File: src/rtl/hycontrol_pkg.sv
// Shared definitions for the HY packet sequencer and its 32x8 packet buffer.
package hycontrol_pkg;
   localparam int HY_BUF_DEPTH = 32;
   localparam int HY_ADDR_W    = 5;
   localparam int HY_PTR_W     = 6;

   typedef enum logic [2:0] {
      ST_IDLE    = 3'd0,
      ST_FILL    = 3'd1,
      ST_DISCARD = 3'd2,
      ST_RD_ADDR = 3'd3,
      ST_RD_WAIT = 3'd4,
      ST_OUT     = 3'd5
   } hy_state_e;

   // Pointers carry one extra bit so a full 32-byte length is representable.
   function automatic logic [HY_ADDR_W-1:0] ptr_to_addr(input logic [HY_PTR_W-1:0] ptr);
      return ptr[HY_ADDR_W-1:0];
   endfunction
endpackage

File: src/rtl/hycontrol_sequencer.sv
// Captures one HY command packet from AXI-stream into the buffer, then
// replays it byte-by-byte with framing; oversize packets are dropped whole.
module hycontrol_sequencer
   import hycontrol_pkg::*;
#(
   parameter int MAX_LEN = 32,
   parameter int CNT_W   = 16
) (
   input  logic                 clk,
   input  logic                 rst_n,
   input  logic [7:0]           s_axis_tdata,
   input  logic                 s_axis_tvalid,
   input  logic                 s_axis_tlast,
   output logic                 s_axis_tready,
   output logic [HY_ADDR_W-1:0] buf_addr,
   output logic [7:0]           buf_dat_o,
   output logic                 buf_write,
   output logic                 buf_read,
   input  logic [7:0]           buf_dat_i,
   output logic [7:0]           m_data,
   output logic                 m_valid,
   output logic                 m_last,
   input  logic                 m_ready,
   output logic                 busy,
   output logic                 pkt_drop,
   output logic [CNT_W-1:0]     pkt_ok_cnt,
   output logic [CNT_W-1:0]     pkt_drop_cnt
);

   localparam logic [HY_PTR_W-1:0] MAX_LEN_P = HY_PTR_W'(MAX_LEN);
   localparam logic [CNT_W-1:0]    CNT_ONE   = {{(CNT_W-1){1'b0}}, 1'b1};

   hy_state_e            state_q, state_d;
   logic [HY_PTR_W-1:0]  wp_q, wp_d, rp_q, rp_d, len_q, len_d;
   logic [HY_ADDR_W-1:0] buf_addr_q, buf_addr_d;
   logic [7:0]           buf_dat_q, buf_dat_d, m_data_q, m_data_d;
   logic                 buf_write_q, buf_write_d, buf_read_q, buf_read_d;
   logic                 m_valid_q, m_valid_d, m_last_q, m_last_d;
   logic                 pkt_drop_q, pkt_drop_d;
   logic [CNT_W-1:0]     ok_cnt_q, ok_cnt_d, drop_cnt_q, drop_cnt_d;
   logic                 beat_s;

   assign s_axis_tready = rst_n & ((state_q == ST_IDLE) | (state_q == ST_FILL) |
                                   (state_q == ST_DISCARD));
   assign beat_s        = s_axis_tvalid & s_axis_tready;
   assign busy          = (state_q != ST_IDLE);

   // Next-state and registered-output decode.
   always_comb begin
      state_d     = state_q;
      wp_d        = wp_q;
      rp_d        = rp_q;
      len_d       = len_q;
      buf_addr_d  = buf_addr_q;
      buf_dat_d   = buf_dat_q;
      buf_write_d = 1'b0;
      buf_read_d  = 1'b0;
      m_data_d    = m_data_q;
      m_valid_d   = m_valid_q;
      m_last_d    = m_last_q;
      pkt_drop_d  = 1'b0;
      ok_cnt_d    = ok_cnt_q;
      drop_cnt_d  = drop_cnt_q;
      case (state_q)
         ST_IDLE: begin
            if (beat_s) begin
               buf_write_d = 1'b1;
               buf_addr_d  = {HY_ADDR_W{1'b0}};
               buf_dat_d   = s_axis_tdata;
               if (s_axis_tlast) begin
                  len_d   = 6'd1;
                  rp_d    = 6'd0;
                  state_d = ST_RD_ADDR;
               end else begin
                  wp_d    = 6'd1;
                  state_d = ST_FILL;
               end
            end else begin
               state_d = ST_IDLE;
            end
         end
         ST_FILL: begin
            if (beat_s) begin
               if (wp_q == MAX_LEN_P) begin
                  if (s_axis_tlast) begin
                     pkt_drop_d = 1'b1;
                     drop_cnt_d = drop_cnt_q + CNT_ONE;
                     state_d    = ST_IDLE;
                  end else begin
                     state_d = ST_DISCARD;
                  end
               end else begin
                  buf_write_d = 1'b1;
                  buf_addr_d  = ptr_to_addr(wp_q);
                  buf_dat_d   = s_axis_tdata;
                  wp_d        = wp_q + 6'd1;
                  if (s_axis_tlast) begin
                     len_d   = wp_q + 6'd1;
                     rp_d    = 6'd0;
                     state_d = ST_RD_ADDR;
                  end else begin
                     state_d = ST_FILL;
                  end
               end
            end else begin
               state_d = ST_FILL;
            end
         end
         ST_DISCARD: begin
            if (beat_s && s_axis_tlast) begin
               pkt_drop_d = 1'b1;
               drop_cnt_d = drop_cnt_q + CNT_ONE;
               state_d    = ST_IDLE;
            end else begin
               state_d = ST_DISCARD;
            end
         end
         // The cycle spent here also lets a final write commit before the read.
         ST_RD_ADDR: begin
            buf_addr_d = ptr_to_addr(rp_q);
            buf_read_d = 1'b1;
            state_d    = ST_RD_WAIT;
         end
         ST_RD_WAIT: begin
            m_data_d  = buf_dat_i;
            m_valid_d = 1'b1;
            m_last_d  = (rp_q == (len_q - 6'd1));
            state_d   = ST_OUT;
         end
         ST_OUT: begin
            if (m_ready) begin
               m_valid_d = 1'b0;
               m_last_d  = 1'b0;
               if (m_last_q) begin
                  ok_cnt_d = ok_cnt_q + CNT_ONE;
                  state_d  = ST_IDLE;
               end else begin
                  rp_d    = rp_q + 6'd1;
                  state_d = ST_RD_ADDR;
               end
            end else begin
               state_d = ST_OUT;
            end
         end
         default: begin
            state_d = ST_IDLE;
         end
      endcase
   end

   // State and output registers.
   always_ff @(posedge clk or negedge rst_n) begin
      if (!rst_n) begin
         state_q     <= ST_IDLE;
         wp_q        <= 6'd0;
         rp_q        <= 6'd0;
         len_q       <= 6'd0;
         buf_addr_q  <= {HY_ADDR_W{1'b0}};
         buf_dat_q   <= 8'h00;
         buf_write_q <= 1'b0;
         buf_read_q  <= 1'b0;
         m_data_q    <= 8'h00;
         m_valid_q   <= 1'b0;
         m_last_q    <= 1'b0;
         pkt_drop_q  <= 1'b0;
         ok_cnt_q    <= {CNT_W{1'b0}};
         drop_cnt_q  <= {CNT_W{1'b0}};
      end else begin
         state_q     <= state_d;
         wp_q        <= wp_d;
         rp_q        <= rp_d;
         len_q       <= len_d;
         buf_addr_q  <= buf_addr_d;
         buf_dat_q   <= buf_dat_d;
         buf_write_q <= buf_write_d;
         buf_read_q  <= buf_read_d;
         m_data_q    <= m_data_d;
         m_valid_q   <= m_valid_d;
         m_last_q    <= m_last_d;
         pkt_drop_q  <= pkt_drop_d;
         ok_cnt_q    <= ok_cnt_d;
         drop_cnt_q  <= drop_cnt_d;
      end
   end

   assign buf_addr     = buf_addr_q;
   assign buf_dat_o    = buf_dat_q;
   assign buf_write    = buf_write_q;
   assign buf_read     = buf_read_q;
   assign m_data       = m_data_q;
   assign m_valid      = m_valid_q;
   assign m_last       = m_last_q;
   assign pkt_drop     = pkt_drop_q;
   assign pkt_ok_cnt   = ok_cnt_q;
   assign pkt_drop_cnt = drop_cnt_q;

endmodule
File: config.mk
export PLATFORM = sky130hd
export DESIGN_NAME = hycontrol_sequencer
export DESIGN_NICKNAME = d
export VERILOG_FILES = /design/src/rtl/hycontrol_pkg.sv /design/src/rtl/hycontrol_sequencer.sv
export SDC_FILE = /design/constraint.sdc
export NUM_CORES = 1
export LEC_CHECK = 0
export ABC_AREA = 1
export CAP_MARGIN = 10
export CORE_MARGIN = 2
export CORE_UTILIZATION = 55
export CTS_BUF_LIST = sky130_fd_sc_hd__clkbuf_8
export DETAILED_ROUTE_END_ITERATION = 6
export PLACE_DENSITY = 0.92
export SKIP_LAST_GASP = 1
export SLEW_MARGIN = 0
export SYNTH_ARGS = -nofsm -noshare
export SYNTH_HDL_FRONTEND = slang
export SYNTH_SLANG_ARGS = --single-unit
File: constraint.sdc
create_clock -name clk -period 2.1 [get_ports clk]
set_input_delay 0.42 -clock clk [delete_from_list [all_inputs] [get_ports clk]]
set_output_delay 0.42 -clock clk [all_outputs]
set_load 0.05 [all_outputs]
[Yosys cells after proc, flatten, opt, wreduce, memory -nomap -nowiden]
Cells that the tools add are included.
Cells by class
  eq/ne operators: 17
  multiplexer cells: 53
  reduce and logical (&&, ||, !) cells: 16
  $add $sub $neg: 5
  bitwise operators: 4
Operators with widths (count)
  two-way mux 6 bit: 15
  two-way mux 16 bit: 4
  adder 16 x 1 -> 16 bit, second input constant: 2
  one-hot mux 16 bit (2 select lines): 1
  two-way mux 8 bit: 3
  one-hot mux 6 bit (2 select lines): 2
  one-hot mux 3 bit (6 select lines): 1
  one-hot mux 6 bit (3 select lines): 1
  inequality test 2 bit, second input constant: 8
  one-hot mux 8 bit (2 select lines): 1
  two-way mux 5 bit: 3
  one-hot mux 5 bit (3 select lines): 1
  adder 6 x 1 -> 6 bit, second input constant: 2
  AND reduction 6 bit: 2
  two-way mux 2 bit: 5
  AND reduction 5 bit: 2
  two-way mux 1 bit: 9
  two-way mux 3 bit: 3
  nonzero test 3 bit: 3
  one-hot mux 1 bit (2 select lines): 4
  AND reduction 4 bit: 2
  == test 3 x 2 -> 1 bit, second input constant: 2
  == test 3 bit, second input constant: 2
  == test 6 bit: 1
  11 further kinds: 16
Word-level totals
  register bits after elaboration: 79
  logic and storage cells: 109

[Longest topological paths before layout]
  word-level depth: 8
  depth in mapped cells: 11
  depth with buffers taken out: 11

[Least setup slack after synthesis]
OpenSTA, ideal clock, no wires.
  path kind: reg-to-reg
  start point: register drop_cnt_q[0] (netlist: pkt_drop_cnt[0])
  end point: register drop_cnt_q[14] (netlist: pkt_drop_cnt[14])
  period minus slack after synthesis: 1720 ps
  slack: 380 ps
  data arrival time: 1597 ps
  stages on the path, launching flop included: 9
  buffers on the path: 0
  cells stage by stage: dfrtp_1 ha_1 nand3_1 nor2_1 nand3_1 nand2_1 nand2_1 nand2_1 nand2_1
Between the ends
  cells in the longest elaborated chain, start to end: 5
Ends and longest elaborated chain
  start: declaration: RTL line hycontrol_sequencer.sv:40  | logic [CNT_W-1:0] ok_cnt_q, ok_cnt_d, drop_cnt_q, drop_cnt_d;
  start signal: assignment: RTL line hycontrol_sequencer.sv:167  | drop_cnt_q <= {CNT_W{1'b0}};
  start signal: assignment: RTL line hycontrol_sequencer.sv:182  | drop_cnt_q <= drop_cnt_d;
  adder 16 x 1 -> 16 bit *: RTL line hycontrol_sequencer.sv:87, hycontrol_sequencer.sv:112
  two-way mux 16 bit: RTL line hycontrol_sequencer.sv:85  | if (s_axis_tlast) begin
  two-way mux 16 bit: RTL line hycontrol_sequencer.sv:84  | if (wp_q == MAX_LEN_P) begin
  two-way mux 16 bit: RTL line hycontrol_sequencer.sv:83  | if (beat_s) begin
  one-hot mux 16 bit (2 select lines) *: RTL line hycontrol_sequencer.sv:64  | case (state_q)
Mark *: on every way between the ends. The rest lies on a longest branch, timed or not. The select of a mux whose other input is x is not followed.
A chain may end at the register's enable or synchronous reset.

[Worst setup path in the final report]
  start point: register drop_cnt_q[6] (netlist: pkt_drop_cnt[6])
  end point: output port pkt_drop_cnt[6]
RTL lines
  end: declaration: RTL line hycontrol_sequencer.sv:27  | output logic [CNT_W-1:0] pkt_drop_cnt
No word-level cell between the ends.

==> flow_summary_export.csv <==
group,metric,value,unit
synth,netlist_area,4480,sq um
clocking,postCtsSetupRepairBufs,0,
worst_setup_path,endpoint_kind,"output pin",
grt,grt_usage,27.0,%
layout,fillers,580,
clocking,cts_tree,"done",
timing,slew_viol_final,0,
power_and_ir_drop,p_total,6890,uW
timing,maxSlewHeadroom,51.5,%
worst_setup_path,critical_path_class,"reg2out",
hold_path,min_path_type,"in2async",
drt,routed_wirelength,11.3,mm
layout,synthToLayoutAreaGrowth,26.9,%
worst_setup_path,reg2reg_depth,10,
layout,fin_area,5680,sq um
floorplan,die_h,94.3,um
worst_setup_path,critical-path-top-delay-family,"buffers and inverters",
layout,drive_above_1_share,8.65,%
drt,postRouteAntennaNets,0,
job,cap_violations,0,
synth,syn_nets,627,
clocking,cts_resized,0,
timing,period_needed,2070,ps
power_and_ir_drop,power.leakage,0.00297,uW
grt,antenna_found_initial,0,
outcome,status,"completed",
placement,portBuffers,80,
timing,finalHoldViolations,0,
worst_setup_path,cp_cell_sequence,"clkdlybuf4s50_1",
worst_setup_path,crit_path_max_incr_delay,840,ps
clocking,cts_sinks,79,
placement,place_congestion,0.979,
worst_setup_path,path_buf_inv,1,
timing,setup_violations,0,
placement,place_ws,142,ps
power_and_ir_drop,vdd.ir_drop.worst,0.000966,V
synth,synth_seq_cells,79,
floorplan,coreArea,7810,sq um
clocking,clk_path_buf_depth,2,
worst_setup_path,cp.depth,1,
grt,overflow,0,
layout,final_util,72.8,%
timing,fin_tns_setup,0,ps
timing,fmax,484,MHz
layout,n_antenna_cell,0,
timing,worst_slew_pin_slew,727,ps
drt,drtIter0Drc,346,
synth,synth_cell_types,30,
synth,avgSynthCellArea,7.48,sq um
worst_setup_path,crit_path_start_kind,"register",
clocking,cts_buffers,9,
clocking,htree_levels,3,
placement,post_dp_cell_area,5420,sq um
drt,firstDrtPassIters,6,
floorplan,die_x,94.3,um
layout,final_common_cell,"nand2_1",
drt,dr_total_vias,4353,
timing,grt_setup_unrepaired,"no",
synth,syn_inst,599,
clocking,clock_latency,360,ps
clocking,cts_hold_buf,0,
synth,async_flop_share,100,%
power_and_ir_drop,power_density,1210,nW/um^2
timing,skew,13.7,ps
synth,synth_enable_flop_cells,0,
synth,synth_ff_type,"dfrtp_1",
floorplan,num_rows,32,
layout,final_cell_mix,"nand2_1 (242), dfrtp_1 (79), clkdlybuf4s50_1 (66)",
layout,final_nets,719,
worst_setup_path,worstPathArrival,1650,ps
clocking,cts-root-buf,"clkbuf_8",
grt,grt_pass1_vias,4189,
worst_setup_path,required,1680,ps
timing,period_share,98.4,%
floorplan,pin_count,81,
clocking,clk_pin_slew,80,ps
synth,yosys_warnings,0,
drt,viasPerCell,5.47,
synth,yosysSeqAreaShare,44.1,%
floorplan,start_util,57.4,%
drt,detail_route.wl_per_cell,14.2,um
worst_setup_path,cp_slowest_cell,"clkdlybuf4s50_1",
worst_setup_path,cp_max_fo,5,
grt,grt_first_pass_wirelength,18.9,mm
drt,drc,0,
timing,fin_ws,32.7,ps
grt,grt_max_degree,61,
placement,hpwl,8.18,mm
floorplan,die-area,8880,sq um
==> where the power goes <==
group          switching (uW)  internal (uW)  total [uW]
Sequential                354           1870        2220
Clock                     545            807        1350
Combinational            2260           1050        3310
Total                    3160           3730        6890
==> routing by layer <==
layer	global-route usage [%]	routed length (um)
met2	46.3	5710
met4	12.9	361
met1	33.6	4420
met3	3.61	826
met5	0	0
==> per-stage QoR <==
stage / instances / hold WS (ps)
final: 796 / 64.8
after global routing: 796 / 71.5
after CTS: 796 / 62.6
after detailed placement: 782 / 452
after global placement: 782 / 446
after floorplan: 599 / 124
==> flip-flops by register name (all words and copies together), names as in the netlist <==
| signal | cells |
|---|---|
| m_valid | 1 |
| m_data | 8 |
| buf_read | 1 |
| buf_dat_o | 8 |
| buf_addr | 5 |
| pkt_drop_cnt | 16 |
| state_q | 3 |
| len_q | 6 |
| buf_write | 1 |
| wp_q | 6 |
| m_last | 1 |
| rp_q | 6 |
| pkt_drop | 1 |
| pkt_ok_cnt | 16 |
==> Yosys cell counts, types with 2 or more instances <==
cell | n | share of area (%)
nand4_1 | 7 | 0.98
nor2_4 | 4 | 1.0
nand2_2 | 5 | 0.70
nand3_1 | 46 | 5.1
nor2_2 | 4 | 0.56
o21ai_2 | 7 | 1.4
o21ai_0 | 36 | 4.0
o22ai_1 | 2 | 0.28
nor3_1 | 3 | 0.34
buf_6 | 6 | 1.5
xnor2_1 | 11 | 2.2
nand3_2 | 3 | 0.67
o21ai_1 | 3 | 0.34
nand2_1 | 242 | 20
ha_1 | 7 | 2.0
buf_2 | 2 | 0.22
inv_2 | 2 | 0.17
a21oi_1 | 7 | 0.78
nor2_1 | 43 | 3.6
xor2_1 | 15 | 2.9
buf_4 | 2 | 0.34
o211ai_1 | 2 | 0.34
dfrtp_1 | 79 | 44
nand2_4 | 2 | 0.50
inv_1 | 54 | 4.5
==> worst paths after layout <==
check | start | end | slack [ps]
min reg2reg | buf_addr[2] | buf_addr[2] | 470
min in group clk | buf_addr[2] | buf_addr[2] | 470
min | rst_n | pkt_ok_cnt[12] | 60
max | pkt_drop_cnt[6] | pkt_drop_cnt[6] | 30
max in group asynchronous | rst_n | m_last | 1350
max reg2reg | wp_q[0] | buf_dat_o[7] | 220
==> cells by family (layout without fill, tap and decap cells) <==
logic type	count (synthesis)	after routing	share of synthesized area, %
AOI/OAI and AO/OA	60	60	7.85
buffers and inverters	67	162	6.87
xor gates and xnor gates	26	26	5.08
adders and majority gates	7	7	1.95
DFF	79	79	44.1
and+or+nand+nor	360	360	34.1
==> final cells by class <==
type	count	area, sq um	area share, %
Multi-Input combinational cell	453	2200	38.7
Sequential cell	79	1980	34.8
Timing Repair Buffer	92	936	16.5
Inverter	56	210	3.70
Clock buffer	10	138	2.42
Tap cell	102	128	2.25
Clock inverter	4	95.1	1.67
(Power assumes the default switching activity.)
